**config.mk**
```make
export PLATFORM = sky130hd
export DESIGN_NAME = mem_ctrl_arbiter
export DESIGN_NICKNAME = d
export VERILOG_FILES = /design/src/rtl/mem_ctrl_arbiter.sv
export SDC_FILE = /design/constraint.sdc
export NUM_CORES = 1
export LEC_CHECK = 0
export CAP_MARGIN = 0
export CORE_AREA = 2 2 159 161
export CTS_BUF_LIST = sky130_fd_sc_hd__clkbuf_8
export DETAILED_ROUTE_END_ITERATION = 8
export DIE_AREA = 0 0 161 163
export GPL_TIMING_DRIVEN = 0
export PLACE_DENSITY = 0.56
export SLEW_MARGIN = 15
export SYNTH_ARGS = -nofsm -noshare
export SYNTH_HDL_FRONTEND = slang
export SYNTH_SLANG_ARGS = --single-unit
export TNS_END_PERCENT = 50
```
**constraint.sdc**
```tcl
create_clock -name clk -period 2.72 [get_ports clk]
set_input_delay 0.272 -clock clk [delete_from_list [all_inputs] [get_ports clk]]
set_output_delay 0.272 -clock clk [all_outputs]
set_load 0.02 [all_outputs]
```
**src/rtl/mem_ctrl_arbiter.sv**
```systemverilog
`default_nettype none
// ============================================================================
// Module      : mem_ctrl_arbiter
// Description : Arbitrates icache/dcache block requests onto a single memory
//               port, one transaction in flight, with dcache anti-starvation.
// Revision    : 1.0 - initial release
// ============================================================================
module mem_ctrl_arbiter #(
    parameter int BLOCK_ADDR_WIDTH = 26,
    parameter int BLOCK_DATA_WIDTH = 64,
    parameter int STARVE_LIMIT     = 4
) (
    input  logic                        clk,
    input  logic                        rst,

    input  logic                        icache_req_valid,
    input  logic [BLOCK_ADDR_WIDTH-1:0] icache_req_block_addr,
    output logic                        icache_req_ready,
    input  logic                        icache_flush,
    output logic                        icache_resp_valid,
    output logic [BLOCK_DATA_WIDTH-1:0] icache_resp_block_data,

    input  logic                        dcache_req_valid,
    input  logic                        dcache_req_type,
    input  logic [BLOCK_ADDR_WIDTH-1:0] dcache_req_block_addr,
    input  logic [BLOCK_DATA_WIDTH-1:0] dcache_req_block_data,
    output logic                        dcache_req_ready,
    output logic                        dcache_resp_valid,
    output logic [BLOCK_DATA_WIDTH-1:0] dcache_resp_block_data,

    output logic                        mem_req_valid,
    output logic                        mem_req_type,
    output logic [BLOCK_ADDR_WIDTH-1:0] mem_req_block_addr,
    output logic [BLOCK_DATA_WIDTH-1:0] mem_req_block_data,
    input  logic                        mem_req_ready,
    input  logic                        mem_resp_valid,
    input  logic [BLOCK_DATA_WIDTH-1:0] mem_resp_block_data
);

    localparam int c_cnt_w = (STARVE_LIMIT > 0) ? $clog2(STARVE_LIMIT + 1) : 1;
    localparam logic [c_cnt_w-1:0] c_starve_max = c_cnt_w'(STARVE_LIMIT);

    localparam logic [1:0] c_st_idle  = 2'd0;
    localparam logic [1:0] c_st_issue = 2'd1;
    localparam logic [1:0] c_st_wait  = 2'd2;

    logic [1:0]                  r_state;
    logic                        r_owner_d;
    logic                        r_type;
    logic                        r_drop;
    logic [BLOCK_ADDR_WIDTH-1:0] r_addr;
    logic [BLOCK_DATA_WIDTH-1:0] r_data;
    logic [c_cnt_w-1:0]          r_starve_cnt;

    logic w_in_idle;
    logic w_in_issue;
    logic w_in_wait;
    logic w_i_eligible;
    logic w_d_wins;
    logic w_i_fire;
    logic w_d_fire;
    logic w_resp;
    logic w_i_resp;
    logic w_d_resp;
    logic w_flush_hit;

    // Reset gates every output so nothing leaks from stale state while rst is high.
    assign w_in_idle  = !rst && (r_state == c_st_idle);
    assign w_in_issue = !rst && (r_state == c_st_issue);
    assign w_in_wait  = !rst && (r_state == c_st_wait);

    assign w_i_eligible = icache_req_valid && !icache_flush;
    assign w_d_wins     = dcache_req_valid &&
                          (!w_i_eligible || (r_starve_cnt == c_starve_max));

    assign icache_req_ready = w_in_idle && !icache_flush && !w_d_wins;
    assign dcache_req_ready = w_in_idle && w_d_wins;

    assign w_i_fire = icache_req_valid && icache_req_ready;
    assign w_d_fire = dcache_req_valid && dcache_req_ready;

    assign mem_req_valid      = w_in_issue;
    assign mem_req_type       = w_in_issue ? r_type : 1'b0;
    assign mem_req_block_addr = w_in_issue ? r_addr : '0;
    assign mem_req_block_data = w_in_issue ? r_data : '0;

    // A flush arriving in the same cycle as the fill still kills that fill.
    assign w_resp   = w_in_wait && mem_resp_valid;
    assign w_i_resp = w_resp && !r_owner_d && !r_drop && !icache_flush;
    assign w_d_resp = w_resp && r_owner_d;

    assign icache_resp_valid      = w_i_resp;
    assign icache_resp_block_data = w_i_resp ? mem_resp_block_data : '0;
    assign dcache_resp_valid      = w_d_resp;
    assign dcache_resp_block_data = w_d_resp ? mem_resp_block_data : '0;

    assign w_flush_hit = icache_flush && !r_owner_d;

    always_ff @(posedge clk) begin
        if (rst) begin
            r_state      <= c_st_idle;
            r_owner_d    <= 1'b0;
            r_type       <= 1'b0;
            r_drop       <= 1'b0;
            r_addr       <= '0;
            r_data       <= '0;
            r_starve_cnt <= '0;
        end else begin
            case (r_state)
                c_st_idle: begin
                    r_drop <= 1'b0;
                    if (w_i_fire) begin
                        r_state   <= c_st_issue;
                        r_owner_d <= 1'b0;
                        r_type    <= 1'b0;
                        r_addr    <= icache_req_block_addr;
                        r_data    <= '0;
                        if (dcache_req_valid && (r_starve_cnt != c_starve_max))
                            r_starve_cnt <= r_starve_cnt + c_cnt_w'(1);
                    end else if (w_d_fire) begin
                        r_state      <= c_st_issue;
                        r_owner_d    <= 1'b1;
                        r_type       <= dcache_req_type;
                        r_addr       <= dcache_req_block_addr;
                        r_data       <= dcache_req_block_data;
                        r_starve_cnt <= '0;
                    end
                end
                c_st_issue: begin
                    if (w_flush_hit)
                        r_drop <= 1'b1;
                    if (mem_req_ready)
                        r_state <= c_st_wait;
                end
                c_st_wait: begin
                    if (mem_resp_valid) begin
                        r_state <= c_st_idle;
                        r_drop  <= 1'b0;
                    end else if (w_flush_hit) begin
                        r_drop <= 1'b1;
                    end
                end
                default: r_state <= c_st_idle;
            endcase
        end
    end

endmodule
`default_nettype wire

```
-- After elaboration in Yosys (flattened, before gate mapping)
Cells that the tools add are included.
- add/sub/neg operators: 1
- shifts and indexed selects: 0
- muxes and demuxes: 24
- bitwise operators: 0
- order comparisons: 0
- reductions and logical operators: 30
- eq/ne operators: 8
- divide/modulo/power cells: 0
- multiply operators: 0
- operators by type and width (operator ; number):
    64-bit 2-to-1 mux ; 5
    26-bit 2-to-1 mux ; 3
    1-bit logical AND ; 17
    3-bit 2-to-1 mux ; 3
    2-bit 2-to-1 mux ; 4
    1-bit 2-to-1 mux ; 7
    1-bit zero test ; 6
    3-bit != test, second input constant ; 2
    2-bit one-hot mux with 3 select lines ; 1
    3-bit AND reduction ; 2
    2-bit != test, second input constant ; 2
    3-bit by 1-bit adder with 3-bit output, second input constant ; 1
    3-bit equality test, second input constant ; 1
    1-bit one-hot mux with 3 select lines ; 1
    3-bit nonzero test ; 1
    2-bit by 1-bit equality test with 1-bit output, second input constant ; 1
    2-bit equality test, second input constant ; 1
    2-bit zero test ; 1
    2-bit by 1-bit != test with 1-bit output, second input constant ; 1
    2-bit AND reduction ; 1
    2-bit nonzero test ; 1
    1-bit logical OR ; 1
- latch bits: 0
- bits in registers: 98
- memories: 0
- input bits: 188
- ROM bits: 0
- bits in writable memories: 0

-- Depth between registers and ports, before layout
- depth after elaboration: 10
- mapped depth: 8
- mapped depth without buffers: 6

-- Worst setup path before layout
No wires, ideal clock.
- path type: reg2out
- start: register r_state[0]
- end: output port icache_req_ready
- data required time: 2.448 ns
- cell stages (with the launch flop): 7
- path slack: 0.861 ns
- path buffers: 2
- arrival time: 1.587 ns
- path through: dfxtp_1 > inv_1 > ha_1 > nand2b_1 > buf_2 > buf_2 > a211oi_1
- word-level cells in the longest chain between the ends: 4
- ends and longest elaborated chain (item ; line ; source):
    from (decl) ; 47 ; logic [1:0] r_state;
    from (signal assigned) ; 101 ; r_state <= c_st_idle;
    from (signal assigned) ; 113 ; r_state <= c_st_issue;
    from (signal assigned) ; 121 ; r_state <= c_st_issue;
    2-bit zero test ; 68 ; assign w_in_idle = !rst && (r_state == c_st_idle);
    1-bit logical AND ; 68 ;
    1-bit logical AND (2 in a row) ; 76 ; assign icache_req_ready = w_in_idle && !icache_flush && !w_d_wins;
    to (decl) ; 18 ; output logic icache_req_ready,
Every way passes these cells.

-- Worst setup path after layout
- start: register r_state[0]
- end: output port icache_resp_block_data[61]
- word-level cells in the longest chain between the ends: 7
- ends and longest elaborated chain (item ; line ; source):
    2-bit equality test ; 70 ; assign w_in_wait = !rst && (r_state == c_st_wait);
    1-bit logical AND ; 70 ;
    1-bit logical AND ; 88 ; assign w_resp = w_in_wait && mem_resp_valid;
    1-bit logical AND (3 in a row) ; 89 ; assign w_i_resp = w_resp && !r_owner_d && !r_drop && !icache_flush;
    64-bit 2-to-1 mux ; 93 ; assign icache_resp_block_data = w_i_resp ? mem_resp_block_data : '0;
    to (decl) ; 21 ; output logic [BLOCK_DATA_WIDTH-1:0] icache_resp_block_data,
Every way passes these cells.

==> metrics.cfg <==
[power]
total_power_w=0.00389
power_density_mw_per_mm2=391
ir_drop_mv=0.335
power_leakage_nw=5.04

[worst_setup_path]
crit_required_ns=2.45
cp_max_fo=10
worstSetupPathType=register to output pin
cp_slowest_cell=clkdlybuf4s50_1
cp_cell_sequence=inv_1, ha_1, nand3b_1, nor4_4, buf_4, and2_1, clkdlybuf4s50_1
crit_buf_inv=3
end_kind=output pin
cp_slowest_stage_delay_ns=0.60
cp.arrival_ns=2.34
start_kind=register
critPathTopFamily=buffers and inverters

[floorplan]
ios=412
rows=58
die_x_um=161
dieArea_sq_mm=0.0262
die_y_um=163
core_area_sq_mm=0.0247
initial_utilization_pct=21.8

[layout]
fin_nets=1217
final_common_cell=and2_1
layout_common_cells=and2_1, clkdlybuf4s50_1, dlygate4sd2_1
regArea_sq_mm=0.00196
final_core_util_pct=40.4
stdcell_area_sq_mm=0.00997
drive_above_1_share_pct=12.8
fillers=2584
area_growth_syn_to_layout_pct=85.6
multi_input_comb_area_sq_mm=0.00309

[sta]
slew_headroom_pct=47.3
hold_viol=0
slew_violations=0
fin_crit_ns=2.61
finClkSkew_ns=0.0153
rsz0062_at_grt=yes
post-route-period-util_pct=96.0
clock.fmax_mhz=383
worstMarginPinSlew_ns=0.790
setup_violations=0

[route]
drc=0
drt-initial-drc-count=183
drtAntennaViolNets=0
post_drt_wl_per_cell_um=18.9
vias=5805
avgViaCountPerCell=4.27
first_pass_iters=6
wirelength_um=25600

[cts]
clkTransAtPathRegs_ns=0.10
cts_root_buffer=clkbuf_8
htreeDepth=3
cts_tree=built
hold_buffers=0
cts_buffers=9
clkLatencyLatePin_ns=0.39
clk_path_buf_depth=2
clkSinkCount=98

[placement]
port_buffers=409
dp_hpwl_um=21500
placed_area_sq_mm=0.00988
gp_congestion=0.851

[grt]
grt_use_total_pct=18.6
gr-total-overflow=0
grt_start_max_net_pins=19
grt_antenna_before_repair=5
grt_pass1_wl_um=36600
grt_pass1_vias=5873

[logic_synthesis]
synthesis.instances=601
ys_warn_count=0
synth_top_area_share_pct=36.5
synth.cell_area_sq_mm=0.00537
ys_seq_area_share_pct=36.5
synth.net_count=796
synth_area_leader_cell=dfxtp_1
synth_area_per_cell_sq_um=8.94
synth_cell_type_count=35
netlist_top_cells_area=dfxtp_1, and2_1, a22o_1
ys_ff_latch=98

[hold_path]
hold_path.class=input port to register

[flow_run]
maxCapViolCount=0

[status]
status=completed

-- cell families after synthesis --
family                     synth area share (%)
and+or+nand+nor                            42.7
DFF                                        36.5
AOI/OAI and AO/OA                          12.6
buffers and inverters                      6.34
adders and majority gates                  1.63
muxes                                     0.186
-- final timing paths --
check	startpoint	end	slack, ns	cells after the start
max	r_state[0]	icache_resp_block_data[61]	0.11	7
min	dcache_req_valid	r_starve_cnt[1]	0.25	3
max reg2reg	r_state[0]	r_data[63]	0.67	9
min reg2reg	r_data[0]	r_data[0]	0.47	1
-- Yosys cell counts (all sizes together) --
master and count:
and2 219, dfxtp 98, a22o 65, nor2 57, nor4 53, clkbuf 31, buf 25, inv 9
a21oi 7, ha 7, nand2 5, nor2b 5, a211oi 4, o21ai 3, nand2b 2, nand3 2
or3 2, a21o 1, a31oi 1, and3 1, mux2i 1, nand3b 1, nand4 1, nor3 1
-- power breakdown --
group / internal, W / switching, W / total [W] / leakage, nW
clock network: 0.000377 / 0.000596 / 0.000973 / 0.0994
registers: 0.00161 / 0.0000844 / 0.00170 / 0.805
logic: 0.000605 / 0.000619 / 0.00122 / 4.14
total: 0.00259 / 0.00130 / 0.00389 / 5.04
-- metal layers --
layer  vias to the layer above  share of wire [%]  track usage (%)  routed length, um
met5                         -                  0                0                  0
met4                         0                2.6             6.74                661
met3                        23                7.1             5.09               1820
met2                       236                 52             34.6              13300
met1                      2668                 38             20.3               9870
li1                       2878                  -                -                  -
-- state kept, by name, indices dropped and copies added (netlist names) --
name,cells
r_owner_d,1
r_addr,26
r_state,2
r_data,64
r_starve_cnt,3
r_drop,1
r_type,1
-- worst min-delay path: stages --
cell and delay, ns:
buf_2 0.16, nand4_1 0.10, a21oi_1 0.06
-- area by class of cell --
| class | instances | area share, % |
|---|---|---|
| timing repair buffer | 410 | 39.2 |
| multi-input combinational | 438 | 31.0 |
| sequential | 98 | 19.7 |
| tap | 330 | 4.14 |
| buffer | 56 | 3.69 |
| clock buffer | 10 | 1.38 |
| clock inverter | 6 | 0.552 |
| inverter | 9 | 0.339 |
| antenna | 3 | 0.0753 |
-- stage by stage --
step | instances | setup slack, ns | hold WS [ns] | TNS, ns
4_1_cts | 1356 | -0.0965 | 0.233 | -0.151
3_5_place_dp | 1340 | -0.285 | 0.447 | -15.14
2_1_floorplan | 601 | 0.861 | 0.405 | 0
6_report | 1360 | 0.109 | 0.250 | 0
5_1_grt | 1359 | -0.0737 | 0.267 | -0.319
3_3_place_gp | 1340 | -0.312 | 0.449 | -15.44
-- timing repair --
item,CTS,global route
gates resized for setup,219,104
setup endpoints to repair,216,83
pin swaps,0,0
cloned,0,0
buffers inserted,0,1
No activity file was read; power rests on OpenSTA's default activity.
